===== src/rtl/marker_overlay_pkg.sv =====
// marker_overlay_pkg: marker mode codes, RGB pixel type and the 50% blend
// helper shared by the marker_overlay top and its per-marker hit units.
package marker_overlay_pkg;

  localparam logic [1:0] MODE_OFF    = 2'd0;
  localparam logic [1:0] MODE_CROSS  = 2'd1;
  localparam logic [1:0] MODE_CIRCLE = 2'd2;
  localparam logic [1:0] MODE_SQUARE = 2'd3;

  typedef logic [23:0] rgb_t;

  // Per-channel (a + b) >> 1; the 9-bit sums keep the carry before halving.
  function automatic rgb_t blend50(input rgb_t a, input rgb_t b);
    logic [8:0] s_r;
    logic [8:0] s_g;
    logic [8:0] s_b;
    s_r = {1'b0, a[23:16]} + {1'b0, b[23:16]};
    s_g = {1'b0, a[15:8]}  + {1'b0, b[15:8]};
    s_b = {1'b0, a[7:0]}   + {1'b0, b[7:0]};
    return {s_r[8:1], s_g[8:1], s_b[8:1]};
  endfunction

endpackage


===== src/rtl/marker_overlay_hit.sv =====
// marker_hit: geometry for one marker. Stage 1 registers the signed offsets
// of the current pixel from the marker centre (magnitudes, squared distance,
// zero flags); stage 2 registers whether the pixel lies on the marker shape.
module marker_hit
  import marker_overlay_pkg::*;
#(
  parameter int XW     = 11,
  parameter int YW     = 10,
  parameter int RADIUS = 6
) (
  input  logic          clk,
  input  logic          rst_n,
  input  logic [XW-1:0] x_pos,
  input  logic [YW-1:0] y_pos,
  input  logic [XW-1:0] mx,
  input  logic [YW-1:0] my,
  input  logic          en,
  input  logic [1:0]    mode,
  output logic          hit
);

  localparam int MW = (XW > YW) ? XW : YW;
  localparam int AW = MW + 1;
  localparam int DW = 2 * MW + 3;

  // Circle ring is R*R - R .. R*R + R, which gives a closed one-pixel outline.
  localparam logic [DW-1:0] D2_LO = DW'(RADIUS * RADIUS - RADIUS);
  localparam logic [DW-1:0] D2_HI = DW'(RADIUS * RADIUS + RADIUS);
  localparam logic [AW-1:0] RAD_A = AW'(RADIUS);

  logic signed [XW:0] dx;
  logic signed [YW:0] dy;
  logic [XW:0]        adx_p1_d, adx_p1_q;
  logic [YW:0]        ady_p1_d, ady_p1_q;
  logic [DW-1:0]      d2_p1_d, d2_p1_q;
  logic               eqx_p1_d, eqx_p1_q;
  logic               eqy_p1_d, eqy_p1_q;
  logic [1:0]         mode_p1_d, mode_p1_q;
  logic [AW-1:0]      amax;
  logic               hit_p2_d, hit_p2_q;

  // Stage 1 math: one extra bit keeps left/above offsets negative, so markers
  // near the frame edge clip instead of wrapping round to the far side.
  always_comb begin
    dx        = $signed({1'b0, x_pos}) - $signed({1'b0, mx});
    dy        = $signed({1'b0, y_pos}) - $signed({1'b0, my});
    adx_p1_d  = dx[XW] ? $unsigned(-dx) : $unsigned(dx);
    ady_p1_d  = dy[YW] ? $unsigned(-dy) : $unsigned(dy);
    d2_p1_d   = DW'(adx_p1_d) * DW'(adx_p1_d) + DW'(ady_p1_d) * DW'(ady_p1_d);
    eqx_p1_d  = (dx == '0);
    eqy_p1_d  = (dy == '0);
    mode_p1_d = en ? mode : MODE_OFF;
  end

  // ---- stage 1 boundary: offset datapath (no reset needed) ----
  always_ff @(posedge clk) begin
    adx_p1_q <= adx_p1_d;
    ady_p1_q <= ady_p1_d;
    d2_p1_q  <= d2_p1_d;
    eqx_p1_q <= eqx_p1_d;
    eqy_p1_q <= eqy_p1_d;
  end

  // Stage 1 control: effective mode, with disabled markers folded to off.
  always_ff @(posedge clk or negedge rst_n) begin
    if (!rst_n) mode_p1_q <= MODE_OFF;
    else        mode_p1_q <= mode_p1_d;
  end

  // Stage 2 shape test on the registered offsets.
  always_comb begin
    amax     = (AW'(adx_p1_q) > AW'(ady_p1_q)) ? AW'(adx_p1_q) : AW'(ady_p1_q);
    hit_p2_d = 1'b0;
    case (mode_p1_q)
      MODE_CROSS:  hit_p2_d = eqx_p1_q | eqy_p1_q;
      MODE_CIRCLE: hit_p2_d = (d2_p1_q >= D2_LO) && (d2_p1_q <= D2_HI);
      MODE_SQUARE: hit_p2_d = (amax == RAD_A);
      default:     hit_p2_d = 1'b0;
    endcase
  end

  // ---- stage 2 boundary: registered hit ----
  always_ff @(posedge clk or negedge rst_n) begin
    if (!rst_n) hit_p2_q <= 1'b0;
    else        hit_p2_q <= hit_p2_d;
  end

  assign hit = hit_p2_q;

endmodule


===== src/rtl/marker_overlay.sv =====
// marker_overlay: draws up to NUM_MARKERS crosshair/circle/square markers on
// a pixel stream with a fixed two-cycle latency. Marker settings are captured
// into shadows on each vsync rising edge so a frame never tears.
// Build option: define MARKER_OVERLAY_BLEND_EN to mix marker colour with the
// underlying pixel at 50% instead of replacing it.
module marker_overlay
  import marker_overlay_pkg::*;
#(
  parameter int NUM_MARKERS = 2,
  parameter int XW          = 11,
  parameter int YW          = 10,
  parameter int RADIUS      = 6
) (
  input  logic                      clk,
  input  logic                      rst_n,
  input  logic                      de_in,
  input  logic                      hsync_in,
  input  logic                      vsync_in,
  input  logic [23:0]               pixel_in,
  input  logic [NUM_MARKERS*XW-1:0] marker_x,
  input  logic [NUM_MARKERS*YW-1:0] marker_y,
  input  logic [NUM_MARKERS-1:0]    marker_en,
  input  logic [NUM_MARKERS*2-1:0]  marker_mode,
  input  logic [NUM_MARKERS*24-1:0] marker_colour,
  output logic                      de_out,
  output logic                      hsync_out,
  output logic                      vsync_out,
  output logic [23:0]               pixel_out,
  output logic                      frame_latched
);

  logic                      vs_rise;
  logic                      de_fall;
  logic [XW-1:0]             x_pos_d, x_pos_q;
  logic [YW-1:0]             y_pos_d, y_pos_q;
  logic                      frame_latched_d, frame_latched_q;

  logic [NUM_MARKERS*XW-1:0] sh_x_d, sh_x_q;
  logic [NUM_MARKERS*YW-1:0] sh_y_d, sh_y_q;
  logic [NUM_MARKERS-1:0]    sh_en_d, sh_en_q;
  logic [NUM_MARKERS*2-1:0]  sh_mode_d, sh_mode_q;
  logic [NUM_MARKERS*24-1:0] sh_col_d, sh_col_q;

  logic                      de_p1_d, de_p1_q;
  logic                      hs_p1_d, hs_p1_q;
  logic                      vs_p1_d, vs_p1_q;
  rgb_t                      pix_p1_d, pix_p1_q;
  logic                      de_p2_d, de_p2_q;
  logic                      hs_p2_d, hs_p2_q;
  logic                      vs_p2_d, vs_p2_q;
  rgb_t                      pix_p2_d, pix_p2_q;

  logic [NUM_MARKERS-1:0]    hit;
  logic                      hit_any;
  rgb_t                      hit_col;
  rgb_t                      pix_mux;

  // Position counters and shadow capture. The stage-1 de/vsync registers are
  // the previous-cycle values, so they double as the edge detectors.
  always_comb begin
    vs_rise         = vsync_in & ~vs_p1_q;
    de_fall         = ~de_in & de_p1_q;
    x_pos_d         = x_pos_q;
    y_pos_d         = y_pos_q;
    sh_x_d          = sh_x_q;
    sh_y_d          = sh_y_q;
    sh_en_d         = sh_en_q;
    sh_mode_d       = sh_mode_q;
    sh_col_d        = sh_col_q;
    frame_latched_d = vs_rise;
    if (vs_rise) begin
      x_pos_d = '0;
      y_pos_d = '0;
    end else if (de_fall) begin
      x_pos_d = '0;
      y_pos_d = y_pos_q + YW'(1);
    end else if (de_in) begin
      x_pos_d = x_pos_q + XW'(1);
    end
    if (vs_rise) begin
      sh_x_d    = marker_x;
      sh_y_d    = marker_y;
      sh_en_d   = marker_en;
      sh_mode_d = marker_mode;
      sh_col_d  = marker_colour;
    end
  end

  // Counter, shadow and frame pulse state.
  always_ff @(posedge clk or negedge rst_n) begin
    if (!rst_n) begin
      x_pos_q         <= '0;
      y_pos_q         <= '0;
      sh_x_q          <= '0;
      sh_y_q          <= '0;
      sh_en_q         <= '0;
      sh_mode_q       <= '0;
      sh_col_q        <= '0;
      frame_latched_q <= 1'b0;
    end else begin
      x_pos_q         <= x_pos_d;
      y_pos_q         <= y_pos_d;
      sh_x_q          <= sh_x_d;
      sh_y_q          <= sh_y_d;
      sh_en_q         <= sh_en_d;
      sh_mode_q       <= sh_mode_d;
      sh_col_q        <= sh_col_d;
      frame_latched_q <= frame_latched_d;
    end
  end

  // Sync and pixel pipe next-state for both stages.
  always_comb begin
    de_p1_d  = de_in;
    hs_p1_d  = hsync_in;
    vs_p1_d  = vsync_in;
    pix_p1_d = pixel_in;
    de_p2_d  = de_p1_q;
    hs_p2_d  = hs_p1_q;
    vs_p2_d  = vs_p1_q;
    pix_p2_d = pix_p1_q;
  end

  // ---- stage 1 boundary: sync controls ----
  always_ff @(posedge clk or negedge rst_n) begin
    if (!rst_n) begin
      de_p1_q <= 1'b0;
      hs_p1_q <= 1'b0;
      vs_p1_q <= 1'b0;
    end else begin
      de_p1_q <= de_p1_d;
      hs_p1_q <= hs_p1_d;
      vs_p1_q <= vs_p1_d;
    end
  end

  // Stage 1 pixel data; it is flushed by the stream itself, so no reset.
  always_ff @(posedge clk) begin
    pix_p1_q <= pix_p1_d;
  end

  // ---- stage 2 boundary: registers that drive the outputs ----
  always_ff @(posedge clk or negedge rst_n) begin
    if (!rst_n) begin
      de_p2_q  <= 1'b0;
      hs_p2_q  <= 1'b0;
      vs_p2_q  <= 1'b0;
      pix_p2_q <= '0;
    end else begin
      de_p2_q  <= de_p2_d;
      hs_p2_q  <= hs_p2_d;
      vs_p2_q  <= vs_p2_d;
      pix_p2_q <= pix_p2_d;
    end
  end

  for (genvar i = 0; i < NUM_MARKERS; i++) begin : g_marker
    marker_hit #(
      .XW     (XW),
      .YW     (YW),
      .RADIUS (RADIUS)
    ) u_hit (
      .clk   (clk),
      .rst_n (rst_n),
      .x_pos (x_pos_q),
      .y_pos (y_pos_q),
      .mx    (sh_x_q[i*XW +: XW]),
      .my    (sh_y_q[i*YW +: YW]),
      .en    (sh_en_q[i]),
      .mode  (sh_mode_q[i*2 +: 2]),
      .hit   (hit[i])
    );
  end

  // Priority mux: scanning down to index 0 lets the lowest-index hit win;
  // blanking pixels are always passed through untouched.
  always_comb begin
    hit_any = 1'b0;
    hit_col = '0;
    for (int i = NUM_MARKERS - 1; i >= 0; i--) begin
      if (hit[i]) begin
        hit_any = 1'b1;
        hit_col = sh_col_q[i*24 +: 24];
      end
    end
    pix_mux = pix_p2_q;
    if (de_p2_q && hit_any) begin
`ifdef MARKER_OVERLAY_BLEND_EN
      pix_mux = blend50(hit_col, pix_p2_q);
`else
      pix_mux = hit_col;
`endif
    end
  end

  assign de_out        = de_p2_q;
  assign hsync_out     = hs_p2_q;
  assign vsync_out     = vs_p2_q;
  assign pixel_out     = pix_mux;
  assign frame_latched = frame_latched_q;

endmodule


===== config.mk =====
export PLATFORM = sky130hd
export DESIGN_NAME = marker_overlay
export DESIGN_NICKNAME = d
export VERILOG_FILES = /design/src/rtl/marker_overlay_pkg.sv /design/src/rtl/marker_overlay_hit.sv /design/src/rtl/marker_overlay.sv
export SDC_FILE = /design/constraint.sdc
export NUM_CORES = 1
export LEC_CHECK = 0
export BUFFER_PORTS_ARGS = -buffer_cell sky130_fd_sc_hd__clkbuf_2
export CELL_PAD_IN_SITES_DETAIL_PLACEMENT = 1
export CELL_PAD_IN_SITES_GLOBAL_PLACEMENT = 2
export CORE_MARGIN = 2
export CORE_UTILIZATION = 37
export DETAILED_ROUTE_END_ITERATION = 16
export MAX_ROUTING_LAYER = met4
export PLACE_DENSITY_LB_ADDON = 0.1
export SETUP_SLACK_MARGIN = 0.4
export SLEW_MARGIN = 20
export SYNTH_ARGS = -nofsm -noshare
export SYNTH_HDL_FRONTEND = slang
export SYNTH_SLANG_ARGS = --single-unit

===== constraint.sdc =====
create_clock -name clk -period 9.05 [get_ports clk]
set_input_delay 2.2625 -clock clk [delete_from_list [all_inputs] [get_ports clk]]
set_output_delay 2.2625 -clock clk [all_outputs]
set_load 0.01 [all_outputs]

* Word-level counts from Yosys, hierarchy flattened
Cells that the tools add are included.
** Operators by class
- $mul :: 4
- Equal/unequal tests :: 8
- Mux-type cells :: 20
- Bitwise logic cells :: 6
- Reductions and logical operators :: 9
- Add/subtract/negate cells :: 12
- $lt $le $gt $ge :: 6
** Operators by type and width (count)
- 24-bit 2-to-1 mux :: 3
- 11-bit 2-to-1 mux :: 5
- 24-bit by 22-bit adder with 25-bit output :: 2
- 25-bit by 5-bit greater-or-equal comparator with 1-bit output, second input constant :: 2
- 25-bit by 6-bit <= comparator with 1-bit output, second input constant :: 2
- 12-bit by 12-bit multiplier with 24-bit output :: 2
- 12-bit 2-to-1 mux :: 4
- 11-bit by 11-bit multiplier with 22-bit output :: 2
- 12-bit by 3-bit equality test with 1-bit output, second input constant :: 2
- 12-bit by 11-bit > comparator with 1-bit output :: 2
- 12-bit logical NOT :: 2
- 12-bit negation :: 2
- 11-bit by 11-bit subtractor with 12-bit output :: 2
- 11-bit logical NOT :: 2
- 11-bit negation :: 2
- 10-bit by 10-bit subtractor with 11-bit output :: 2
- 10-bit 2-to-1 mux :: 2
- 11-bit by 1-bit adder with 11-bit output, second input constant :: 1
- 10-bit by 1-bit adder with 10-bit output, second input constant :: 1
- 2-bit equality test, second input constant :: 4
- 1-bit case mux with 3 select lines :: 2
- 2-bit by 1-bit equality test with 1-bit output, second input constant :: 2
- 2-bit 2-to-1 mux :: 2
- 1-bit logical AND :: 3
- 6 further kinds :: 10
** Word-level totals
- Output and inout bits :: 28
- Bits of input ports :: 125
- Logic and storage cells :: 95
- Register bits after elaboration :: 278

* Depth between registers and ports, before layout
Gate-level depths: netlist (run 1).
- Depth after elaboration :: 5
- Depth in mapped cells :: 37
- Mapped depth without buffers :: 35

* Cells and area by module
A second synthesis (run 1) with hierarchy kept.
** Second synthesis, totals
- Cell total of the unflattened synthesis :: 3102
- Area, all modules :: 28322.2 µm²
** By module, submodules not included
- marker_hit (g_marker[1].u_hit) :: instances 1, cells an instance 1218, seq. area each 1076.0 µm², area each 10931.7 µm²
- marker_hit (g_marker[0].u_hit) :: instances 1, cells an instance 1198, seq. area each 1076.0 µm², area each 10886.7 µm²
- marker_overlay :: instances 1, cells an instance 686, seq. area each 4184.0 µm², area each 6503.7 µm²

* Least setup slack after synthesis (run 1)
Ideal clock, no wire load.
- Path type :: reg-to-reg
- Start point :: reg y_pos_q[0]
- End point :: reg g_marker[1].u_hit.d2_p1_q[24]
- Setup slack :: 274 ps
- Arrival time :: 8656 ps
- Buffers on the path :: 0
- Data required time :: 8930 ps
- Stages on the path, launching flop included :: 35
- Library setup time :: 120 ps
- Period minus slack after synthesis :: 8776 ps
- Cell sequence :: dfrtp_1 -> inv_1 -> ha_1 -> inv_1 -> fa_1 -> a21o_1 -> nand4_1 -> and3_1 -> nand2b_1 -> xor2_1 -> a41oi_1 -> xnor2_2 -> inv_2 -> nand2_1 -> fa_1 -> xnor2_1 -> nor4_1 -> and4_1 -> or3_1 -> a211oi_1 -> fa_1 -> fa_1 -> fa_1 -> fa_1 -> inv_1 -> fa_1 -> inv_1 -> ha_1 -> a21o_1 -> a21oi_1 -> nor2b_1 -> a311o_1 -> a31o_2 -> a31o_2 -> a211o_1
** Between the ends
- Word-level cells in the longest chain between the ends :: 5
** Ends and longest elaborated chain
- start: declaration :: line marker_overlay.sv:35 : logic [YW-1:0] y_pos_d, y_pos_q;
- start signal: assignment :: line marker_overlay.sv:102 : y_pos_q <= y_pos_d;
- 10-bit by 10-bit subtractor with 11-bit output (*) :: line marker_overlay_hit.sv:46 : dy = $signed({1'b0, y_pos}) - $signed({1'b0, my});
- 11-bit negation :: line marker_overlay_hit.sv:48 : ady_p1_d = dy[YW] ? $unsigned(-dy) : $unsigned(dy);
- 11-bit 2-to-1 mux (*) :: line marker_overlay_hit.sv:48
- 11-bit by 11-bit multiplier with 22-bit output (*) :: line marker_overlay_hit.sv:49 : d2_p1_d = DW'(adx_p1_d) * DW'(adx_p1_d) + DW'(ady_p1_d) * DW'(ady_p1_d);
- 24-bit by 22-bit adder with 25-bit output (*) :: line marker_overlay_hit.sv:49
- named net g_marker[1].u_hit.d2_p1_d[24] :: line marker_overlay_hit.sv:35 : logic [DW-1:0] d2_p1_d, d2_p1_q;
- end signal: assignment :: line marker_overlay_hit.sv:59 : d2_p1_q <= d2_p1_d;
- end: declaration :: line marker_overlay_hit.sv:35
Mark *: on every way through the listed nets, which the timed path passes. The rest lies on a longest branch.
A chain may end at the register's enable or synchronous reset.

* Worst setup path in the final report (run 1)
- Start point :: reg x_pos_q[0]
- End point :: reg g_marker[1].u_hit.d2_p1_q[24]
** Between the ends
- Word-level cells in the longest chain between the ends :: 5
** Ends and longest elaborated chain
- start: declaration :: line marker_overlay.sv:34 : logic [XW-1:0] x_pos_d, x_pos_q;
- start signal: assignment :: line marker_overlay.sv:101 : x_pos_q <= x_pos_d;
- 11-bit by 11-bit subtractor with 12-bit output (*) :: line marker_overlay_hit.sv:45 : dx = $signed({1'b0, x_pos}) - $signed({1'b0, mx});
- 12-bit negation :: line marker_overlay_hit.sv:47 : adx_p1_d = dx[XW] ? $unsigned(-dx) : $unsigned(dx);
- 12-bit 2-to-1 mux (*) :: line marker_overlay_hit.sv:47
- 12-bit by 12-bit multiplier with 24-bit output (*) :: line marker_overlay_hit.sv:49
- 24-bit by 22-bit adder with 25-bit output (*) :: line marker_overlay_hit.sv:49
- named net g_marker[1].u_hit.d2_p1_d[24] :: line marker_overlay_hit.sv:35
Marked as above.

==> summary.txt, run 1 <==
Outcome
  • Status: finished, final reports clean

Detailed routing
  • Iteration-0 DRC Markers: 922
  • Number of routed nets with antenna violations: 0
  • Via count: ~22,000
  • Residual DRC: 0
  • First drt pass iteration count: 5
  • DR WL/cell: about 18 um
  • Vias per cell: 4.85
  • Final Routed Wirelength: between 80,000 and 90,000 um

Cells and area
  • Most frequent cells in the layout: inv_1 (658), fa_1 (372), nor2_1 (286), ha_1 (259), buf_4 (219)
  • Non-filler instance count after layout: ~4,500
  • Ratio of cells with drive above 1 in the final layout: between 20% and 30%
  • Final core utilization: 45.4%
  • Nets: 4,247
  • Synth-to-layout area growth: 21.5%
  • Design Area, Final: 34,500 sq um
  • Most common cell after layout, fill and taps aside: inv_1

Worst hold path
  • Min-Delay Path Class: reg2reg
  • Hold Crit Start: pix_p1_q[11]$_DFF_P_
  • WHS Path Cells: 0
  • Worst Hold End: pix_p2_q[11]$_DFF_PN0_

Yosys
  • Post-synthesis adder-cell area fraction: 39.3%
  • Prevailing post-synth register cell: dfrtp_1
  • Post-synthesis mux area share: under 10%
  • Synth area leaders: fa_1 (27%), dfrtp_1 (14%), ha_1 (13%)
  • Syn_area_per_cell: 9.24 sq um
  • Seq/Total Area, Yosys: 22.3%
  • Post-synth EDFFs: 0
  • YS warnings: 0
  • Mapped Area: ~28,000 sq um
  • Yosys reg bits: 278
  • Synth top area share: 26.8%
  • Syn Inst Count: 3,069
  • Post-synthesis compound-gate area fraction: 9.85%
  • Simple-gate portion of the synthesized area: roughly an eighth
  • Main combinational cell family by area after synthesis: adder cells
  • Post-synth top area cell: fa_1
  • FFs w/ async S/R, synth: 55.4%
  • Number of distinct library cells after synthesis: 87
  • Post-Synth XOR/XNOR Area: 4.08%

Setup path
  • Critical Path Max Stage Delay: 0.54 ns
  • Crit-path leading delay family: adder cells
  • R2R setup slack: 0.42 ns
  • Worst Setup Path Type: reg2reg
  • CP startpoint kind: flip-flop
  • Most frequent CP cell: fa_1
  • Reg2Reg Depth: 32
  • Crit end category: flip-flop
  • R2r startpoint: x_pos_q[0]$_DFFE_PN0P_
  • Slowest-stage cell, CP: fa_1
  • Arr. time, crit path: 9.10 ns
  • R2r endpoint: g_marker[1].u_hit.d2_p1_q[24]$_DFF_P_
  • Worst-path fanout max: 4
  • CP bufs+invs: 7
  • WP data required: 9.51 ns

Floorplanning
  • Starting Density: 37.3%
  • Die X: 281 um
  • Core area: 75,900 sq um
  • Die H: 281 um
  • Row cnt: between 100 and 150
  • Ports: 153
  • DIE AREA: 78,900 sq um

Global routing
  • Total track usage: 22.2%
  • Initial antenna violation count: 9
  • Number of global-route vias before repair: 24,366
  • First-pass GRT wire length: 133,000 um
  • GR Overflow Total: 0
  • Pin count of the biggest net entering global routing: 137

STA
  • Worst Skew: 0.0195 ns
  • Setup violators final: 0
  • Unrepaired setup endpoints after global routing: true
  • Fin crit period: 8.63 ns
  • Fin crit share: 95.4%
  • Fmax: ~120 MHz
  • Final Hold Fails: 0
  • Max_slew headroom: a little under 40%
  • Final-report max-slew violation count: 0
  • Hold slack: between 0.3 and 0.4 ns
  • Worst-margin pin slew: between 0.9 and 1 ns

Clock tree
  • Clock sink count: 278
  • Clk buf depth: 3
  • H-tree depth: 2
  • Number of buffers created by CTS: 37
  • Worst-skew pair later-pin latency: just under 0.6 ns
  • CTS tree: yes
  • Clk slew on worst S/H paths: roughly 0.06 ns
  • Hold buffers post-CTS: 0
  • Root Driver: clkbuf_16

Flow run
  • MaxCap Viol Count: 0

Place
  • Placement Cell Area: 31,500 sq um
  • Placed cell count: 4,376
  • IO Port Bufs: 152
  • Hpwl dp: 67,200 um
  • RePlAce Congestion: 0.871
[per-layer routing]
layer | GRT usage [%] | up-vias | share of wire [%]
met2 | 36.7 | 259 | 49
met5 | - | - | 0
met1 | 29.0 | 11122 | 46
met3 | 2.68 | 102 | 2.8
li1 | - | 10459 | -
met4 | 5.40 | 0 | 2.4
[how the worst max path moves through the flow]
| stage | start | endpoint | slack [ns] | cells past startpoint |
|---|---|---|---|---|
| 2_1_floorplan | y_pos_q[0]$_DFFE_PN0P_ | g_marker[1].u_hit.d2_p1_q[24]$_DFF_P_ | 0.43 | 33 |
| 3_5_place_dp | y_pos_q[0]$_DFFE_PN0P_ | g_marker[0].u_hit.d2_p1_q[24]$_DFF_P_ | -0.11 | 35 |
| 4_1_cts | y_pos_q[0]$_DFFE_PN0P_ | g_marker[1].u_hit.d2_p1_q[24]$_DFF_P_ | 0.34 | 34 |
| 5_1_grt | y_pos_q[0]$_DFFE_PN0P_ | g_marker[0].u_hit.d2_p1_q[23]$_DFF_P_ | 0.10 | 33 |
| 3_3_place_gp | x_pos_q[0]$_DFFE_PN0P_ | g_marker[0].u_hit.d2_p1_q[24]$_DFF_P_ | 0.03 | 35 |
| 6_report | x_pos_q[0]$_DFFE_PN0P_ | g_marker[1].u_hit.d2_p1_q[24]$_DFF_P_ | 0.42 | 32 |
[synthesized netlist by cell type (all sizes together), types with 5 or more instances]
cell type  count
nor3          38
dfrtp        154
nor4b          7
and3          18
nor2         303
o31ai          6
a211oi        20
clkinv         5
o21a          23
o21ai        123
nand3         37
mux2i          7
nor2b         22
a211o          7
or2            8
inv          684
a31oi         32
and2          15
fa           379
a31o           5
xor2          50
a21o          34
or3           11
nor3b          9
or4            5
mux2          35
nand2        225
ha           285
xnor2         69
dfxtp        124
a311oi         7
nand4         15
o22ai         24
o21bai        10
a2111oi       12
o2111ai        5
clkbuf        54
a21oi         85
buf           17
nor4          22
nand2b        23
[repair_timing]
action                     4_1_cts  5_1_grt
pin swaps                       60       99
gates cloned                     0        1
resized for setup              125      121
setup endpoints to repair       15       20
setup buffers                   29       42
[flip-flops by register name (all words and copies together), names as in the netlist, 10 cells and up]
register	flops
g_marker.u_hit.d2_p1_q	50
sh_y_q	20
pix_p2_q	24
y_pos_q	10
pix_p1_q	24
g_marker.u_hit.ady_p1_q	22
sh_col_q	48
g_marker.u_hit.adx_p1_q	24
x_pos_q	11
sh_x_q	22
[final cells by class]
cell class	count	area, sq um
timing repair buffer	388	2640
fill	8774	41500
tap	1030	1290
antenna	7	17.5
sequential	278	6340
clock buffer	54	1060
multi-input combinational	2064	20400
inverter	689	2590
clock inverter	13	149
[cell families after synthesis]
family	Yosys count
AOI/OAI and AO/OA	428
xor gates and xnor gates	119
adders and majority gates	664
buffers and inverters	760
DFF	278
muxes	42
other	2
and+or+nand+nor	776
[stage by stage]
step	TNS [ns]	setup WS [ns]
6_report	0	0.416
5_1_grt	0	0.101
4_1_cts	0	0.340
3_5_place_dp	-0.293	-0.108
3_3_place_gp	0	0.0263
2_1_floorplan	0	0.426
Power of run 1 is not shown: default switching activity piles up to over one toggle a cycle in this logic, so the estimate is an artifact.
==> run 2: changes to the inputs <==
--- a/config.mk
+++ b/config.mk
@@ -12,7 +12,7 @@
 export CORE_UTILIZATION = 37
 export DETAILED_ROUTE_END_ITERATION = 16
 export MAX_ROUTING_LAYER = met4
-export PLACE_DENSITY_LB_ADDON = 0.1
+export PLACE_DENSITY = 0.8
 export SETUP_SLACK_MARGIN = 0.4
 export SLEW_MARGIN = 20
 export SYNTH_ARGS = -nofsm -noshare
==> summary.txt, run 2 (synthesis gave the netlist of run 1 again) <==
STA
  • Worst Skew: 0.0421 ns (was 0.0195 ns)
  • Fin crit share: 95.8% (was 95.4%)
  • Final Hold Fails: 0 (unchanged)
  • Setup TNS Final: 0 ns (unchanged)
  • Setup violators final: 0 (unchanged)
  • Fmax: 115 MHz (was 116 MHz)
  • Max_slew headroom: 22.8% (was 38.7%)
  • Final-report max-slew violation count: 0 (unchanged)
  • Unrepaired setup endpoints after global routing: true (unchanged)
  • Worst-margin pin slew: 1.16 ns (was 0.918 ns)
  • Fin crit period: 8.67 ns (was 8.63 ns)

Cells and area
  • Nets: 4,256 (was 4,247)
  • Biggest register: g_marker.u_hit.d2_p1_q (unchanged)
  • Most frequent cells in the layout: inv_1 (642), fa_1 (370), nor2_1 (284), ha_1 (257), buf_4 (221) (was inv_1 (658), fa_1 (372), nor2_1 (286), ha_1 (259), buf_4 (219))
  • Most common cell after layout, fill and taps aside: inv_1 (unchanged)
  • Final core utilization: 45.8% (was 45.4%)
  • Footprint of the multi-input gates: 20,500 sq um (was 20,400 sq um)
  • Largest register FFs: 50 (unchanged)
  • Ratio of cells with drive above 1 in the final layout: 22.2% (was 20.5%)
  • Design Area, Final: 34,800 sq um (was 34,500 sq um)
  • Non-filler instance count after layout: 4,527 (was 4,523)
  • FILL cells: 8,639 (was 8,774)
  • Synth-to-layout area growth: 22.6% (was 21.5%)
  • Sequential cell area: 6350 sq um (was 6340 sq um)
  • Largest registers: g_marker.u_hit.d2_p1_q (50), sh_col_q (48) (unchanged)

Setup path
  • WP data required: 9.58 ns (was 9.51 ns)
  • CP startpoint kind: flip-flop (unchanged)
  • Worst Setup Path Type: reg2reg (unchanged)
  • R2R setup slack: 0.38 ns (was 0.42 ns)
  • Worst-path fanout max: 8 (was 4)
  • Reg2Reg Depth: 35 (was 32)
  • Critical Path Max Stage Delay: 0.59 ns (was 0.54 ns)
  • Most frequent CP cell: fa_1 (unchanged)
  • Arr. time, crit path: 9.20 ns (was 9.10 ns)
  • Crit end category: flip-flop (unchanged)
  • Slowest-stage cell, CP: fa_1 (unchanged)

Clock tree
  • Clock sink count: 278 (unchanged)
  • Clk slew on worst S/H paths: 0.05 ns (was 0.06 ns)
  • Number of buffers created by CTS: 38 (was 37)
  • H-tree depth: 2 (unchanged)
  • Worst-skew pair later-pin latency: 0.60 ns (was 0.59 ns)
  • Root Driver: clkbuf_16 (unchanged)
  • Clk buf depth: 3 (unchanged)
  • CTS tree: yes (unchanged)
  • Hold buffers post-CTS: 0 (unchanged)

Global routing
  • GR Overflow Total: 0 (unchanged)
  • Pin count of the biggest net entering global routing: 181 (was 137)
  • Number of global-route vias before repair: 24,996 (was 24,366)
  • First-pass GRT wire length: 134,000 um (was 133,000 um)
  • Initial antenna violation count: 0 (was 9)
  • Total track usage: 22.2% (about the same)

Place
  • Placement Cell Area: 31,300 sq um (was 31,500 sq um)
  • RePlAce Congestion: 0.896 (was 0.871)
  • Placed cell count: 4,349 (was 4,376)
  • IO Port Bufs: 152 (unchanged)
  • Hpwl dp: 68,200 um (was 67,200 um)

Detailed routing
  • Final Routed Wirelength: 84,900 um (was 82,800 um)
  • DR WL/cell: 18.7 um (was 18.3 um)
  • Vias per cell: 4.93 (was 4.85)
  • First drt pass iteration count: 5 (unchanged)
  • Number of routed nets with antenna violations: 0 (unchanged)
  • Residual DRC: 0 (unchanged)
  • Iteration-0 DRC Markers: 899 (was 922)
  • Via count: 22,335 (was 21,942)

Flow run
  • MaxCap Viol Count: 0 (unchanged)

Floorplanning
  • Ports: 153 (unchanged)
  • Core area: 75,900 sq um (unchanged)
  • Row cnt: 101 (unchanged)
  • DIE AREA: 78,900 sq um (unchanged)
  • Die X: 281 um (unchanged)
  • Die H: 281 um (unchanged)
  • Starting Density: 37.3% (unchanged)

Worst hold path
  • WHS Path Cells: 0 (unchanged)
  • Min-Delay Path Class: reg2reg (unchanged)

Outcome
  • Status: finished, final reports clean (unchanged)
[run 2: worst max-delay path: cells and delay by family (launching register included)]
family	cells	cell delay [ns]
AO/OA/AOI/OAI	9	1.74
adder cells (fa/ha/maj)	10	4.26
buffers and inverters	10	0.96
XOR/XNOR	1	0.22
AND/OR/NAND/NOR	5	1.03
flip-flops	1	0.38
[run 2: path summary, 6_finish.rpt]
| check | from | to |
|---|---|---|
| worst min register to register | pix_p1_q[7]$_DFF_P_ | pix_p2_q[7]$_DFF_PN0_ |
| min in group asynchronous | rst_n | sh_x_q[21]$_DFFE_PN0P_ |
| worst max register to register | y_pos_q[0]$_DFFE_PN0P_ | g_marker[0].u_hit.d2_p1_q[23]$_DFF_P_ |
| max in group asynchronous | rst_n | y_pos_q[1]$_DFFE_PN0P_ |
| worst min-delay path | pix_p1_q[7]$_DFF_P_ | pix_p2_q[7]$_DFF_PN0_ |
| worst max-delay path | y_pos_q[0]$_DFFE_PN0P_ | g_marker[0].u_hit.d2_p1_q[23]$_DFF_P_ |
[run 2: area by class of cell]
class | instances | share of cell area, %
sequential | 278 | 18.2
inverter | 689 | 7.46
timing repair buffer | 397 | 7.89
multi-input combinational | 2063 | 59.0
clock inverter | 15 | 0.547
antenna | 1 | 0.00720
tap | 1030 | 3.71
clock buffer | 54 | 3.14
[run 2: per-layer routing]
metal / vias up / global-route usage, % / share of wire (%)
met1: 11435 / 26.7 / 43
li1: 10472 / - / -
met3: 112 / 2.89 / 3.2
met5: - / - / 0
met2: 316 / 38.8 / 51
met4: 0 / 6.77 / 2.8
[run 2: per-stage QoR]
| step | setup slack [ns] | hold WS [ns] |
|---|---|---|
| after global placement | 0.0277 | 0.318 |
| after detailed placement | -0.116 | 0.321 |
| after global routing | 0.0377 | 0.332 |
| final | 0.379 | 0.328 |
| after CTS | 0.390 | 0.329 |
| after floorplan | 0.426 | 0.316 |
[run 2: what timing repair did]
| item | 4_1_cts | 5_1_grt |
|---|---|---|
| gates resized for setup | 114 | 192 |
| setup endpoints to repair | 15 | 16 |
| pin swaps | 56 | 145 |
| setup buffers | 37 | 71 |
| cloned | 0 | 0 |
Power of run 2 is left out for the same reason.
==> run 3: changes to the inputs <==
--- a/config.mk
+++ b/config.mk
@@ -5,15 +5,16 @@
 export SDC_FILE = /design/constraint.sdc
 export NUM_CORES = 1
 export LEC_CHECK = 0
-export BUFFER_PORTS_ARGS = -buffer_cell sky130_fd_sc_hd__clkbuf_2
 export CELL_PAD_IN_SITES_DETAIL_PLACEMENT = 1
 export CELL_PAD_IN_SITES_GLOBAL_PLACEMENT = 2
 export CORE_MARGIN = 2
-export CORE_UTILIZATION = 37
+export CORE_UTILIZATION = 38
 export DETAILED_ROUTE_END_ITERATION = 16
+export DONT_BUFFER_PORTS = 1
 export MAX_ROUTING_LAYER = met4
-export PLACE_DENSITY = 0.8
+export PLACE_DENSITY = 0.79
 export SETUP_SLACK_MARGIN = 0.4
+export SKIP_LAST_GASP = 1
 export SLEW_MARGIN = 20
 export SYNTH_ARGS = -nofsm -noshare
 export SYNTH_HDL_FRONTEND = slang
==> summary.txt, run 3 (synthesis gave the netlist of run 1 again) <==
Cells and area
  • Largest registers: g_marker.u_hit.d2_p1_q (50), sh_col_q (48) (unchanged)
  • Most frequent cells in the layout: inv_1 (650), fa_1 (363), nor2_1 (281), ha_1 (262), buf_4 (230) (was inv_1 (642), fa_1 (370), nor2_1 (284), ha_1 (257), buf_4 (221))
  • Largest register FFs: 50 (unchanged)
  • Nets: 4,108 (was 4,256)
  • Biggest register: g_marker.u_hit.d2_p1_q (unchanged)
  • Ratio of cells with drive above 1 in the final layout: 18.0% (was 22.2%)
  • Synth-to-layout area growth: 19.1% (was 22.6%)
  • Most common cell after layout, fill and taps aside: inv_1 (unchanged)

Setup path
  • WP data required: 9.50 ns (was 9.58 ns)
  • Reg2Reg Depth: 33 (was 35)
  • Most frequent CP cell: fa_1 (unchanged)
  • CP startpoint kind: flip-flop (unchanged)
  • Critical Path Max Stage Delay: 0.58 ns (was 0.59 ns)
  • Arr. time, crit path: 9.18 ns (was 9.20 ns)
  • Worst-path fanout max: 4 (was 8)
  • Worst Setup Path Type: reg2reg (unchanged)
  • Slowest-stage cell, CP: fa_2 (was fa_1)
  • Crit end category: flip-flop (unchanged)

Floorplanning
  • Core area: 74,200 sq um (was 75,900 sq um)
  • Die X: 277 um (was 281 um)
  • Starting Density: 38.2% (was 37.3%)
  • Die H: 277 um (was 281 um)
  • Ports: 153 (unchanged)
  • DIE AREA: 76,800 sq um (was 78,900 sq um)
  • Row cnt: 100 (was 101)

Outcome
  • Status: finished, final reports clean (unchanged)

Global routing
  • GR Overflow Total: 0 (unchanged)
  • Total track usage: 22.8% (was 22.2%)
  • First-pass GRT wire length: 135,000 um (was 134,000 um)
  • Pin count of the biggest net entering global routing: 161 (was 181)
  • Initial antenna violation count: 4 (was 0)
  • Number of global-route vias before repair: 24,982 (was 24,996)

Worst hold path
  • WHS Path Cells: 0 (unchanged)
  • Min-Delay Path Class: reg2reg (unchanged)

Clock tree
  • Clk buf depth: 3 (unchanged)
  • Clk slew on worst S/H paths: 0.06 ns (was 0.05 ns)
  • Root Driver: clkbuf_16 (unchanged)
  • CTS tree: yes (unchanged)
  • Clock sink count: 278 (unchanged)
  • H-tree depth: 2 (unchanged)
  • Worst-skew pair later-pin latency: 0.58 ns (was 0.60 ns)
  • Number of buffers created by CTS: 38 (unchanged)

Detailed routing
  • Via count: 21,844 (was 22,335)
  • Number of routed nets with antenna violations: 0 (unchanged)
  • Iteration-0 DRC Markers: 750 (was 899)
  • DR WL/cell: 19.4 um (was 18.7 um)
  • Vias per cell: 5.06 (was 4.93)
  • First drt pass iteration count: 5 (unchanged)
  • Residual DRC: 0 (unchanged)
  • Final Routed Wirelength: 84,000 um (was 84,900 um)

Place
  • Hpwl dp: 67,200 um (was 68,200 um)
  • IO Port Bufs: 0 (was 152)
  • RePlAce Congestion: 0.907 (was 0.896)
  • Setup WS pre-CTS: -0.296 ns (was -0.116 ns)

STA
  • Worst setup margin: 0.325 ns (was 0.379 ns)
  • Fin crit share: 96.4% (was 95.8%)
  • Unrepaired setup endpoints after global routing: true (unchanged)
  • Max_slew headroom: 27.2% (was 22.8%)
  • Worst Skew: 0.0231 ns (was 0.0421 ns)
  • Final Hold Fails: 0 (unchanged)
  • Worst-margin pin slew: 1.09 ns (was 1.16 ns)
  • Fmax: 115 MHz (about the same)
  • Fin crit period: 8.73 ns (was 8.67 ns)
  • Final-report max-slew violation count: 0 (unchanged)
  • Setup violators final: 0 (unchanged)

Flow run
  • MaxCap Viol Count: 0 (unchanged)
-- run 3: changes by cell type in the layout (fill, tap and decap cells not counted), sizes merged --
| cell | change |
|---|---|
| buf | +3 |
| bufinv | -1 |
| clkbuf | -150 |
| clkinv | +1 |
| clkinvlp | -4 |
| inv | +3 |
| o21ai | +1 |
-- run 3: layout make-up --
type / instances / area, sq um
multi-input cells: 2064 / 20400
diodes: 1 / 2.50
repair buffers: 248 / 1960
clock inverters: 14 / 158
fillers: 8446 / 40400
inverters: 689 / 2590
flip-flops and latches: 278 / 6340
well taps: 969 / 1210
clock buffers: 56 / 1100
-- run 3: timing repair --
item / 4_1_cts / 5_1_grt
buffers inserted: 46 / 62
hold buffers: 0 / 0
setup endpoints to repair: 18 / 18
pin swaps: 66 / 126
gates cloned: 1 / 0
hold endpoints to repair: 0 / 0
resized for setup: 127 / 149
-- run 3: metal layers --
layer,vias to the layer above,track usage [%],routed length (um)
li1,10186,-,-
met1,11290,27.7,36000
met2,259,40.5,44000
met3,109,2.40,2050
met4,0,5.53,1910
met5,-,-,0
-- run 3: path summary, 6_finish.rpt --
path / start / endpoint / slack [ns]
max reg2reg: y_pos_q[0]$_DFFE_PN0P_ / g_marker[1].u_hit.d2_p1_q[24]$_DFF_P_ / 0.32
max: y_pos_q[0]$_DFFE_PN0P_ / g_marker[1].u_hit.d2_p1_q[24]$_DFF_P_ / 0.32
min reg2reg: pix_p1_q[23]$_DFF_P_ / pix_p2_q[23]$_DFF_PN0_ / 0.33
max in group asynchronous: rst_n / x_pos_q[1]$_DFFE_PN0P_ / 7.27
min: pix_p1_q[23]$_DFF_P_ / pix_p2_q[23]$_DFF_PN0_ / 0.33
min in group asynchronous: rst_n / sh_col_q[38]$_DFFE_PN0P_ / 1.39
-- run 3: worst max-delay path, delay by kind of cell (launching register included) --
kind	cells	cell delay (ns)
buffers and inverters	5	0.38
AND/OR/NAND/NOR	9	1.80
XOR/XNOR	2	0.37
adder cells (fa/ha/maj)	9	3.79
AO/OA/AOI/OAI	8	1.88
flip-flops	1	0.38
-- run 3: stage by stage --
| stage | instance area, sq um | setup TNS, ns | utilization (%) | cells | hold slack, ns |
|---|---|---|---|---|---|
| finish | 33800 | 0 | 45.5 | 4319 | 0.327 |
| CTS | 32700 | 0 | 44.1 | 4256 | 0.327 |
| global placement | 30500 | -0.0873 | 41.1 | 4139 | 0.319 |
| global route | 33800 | 0 | 45.5 | 4319 | 0.332 |
| floorplan | 28500 | 0 | - | 3101 | 0.316 |
| detailed placement | 30500 | -0.759 | 41.1 | 4139 | 0.321 |
Power of run 3 is left out for the same reason.
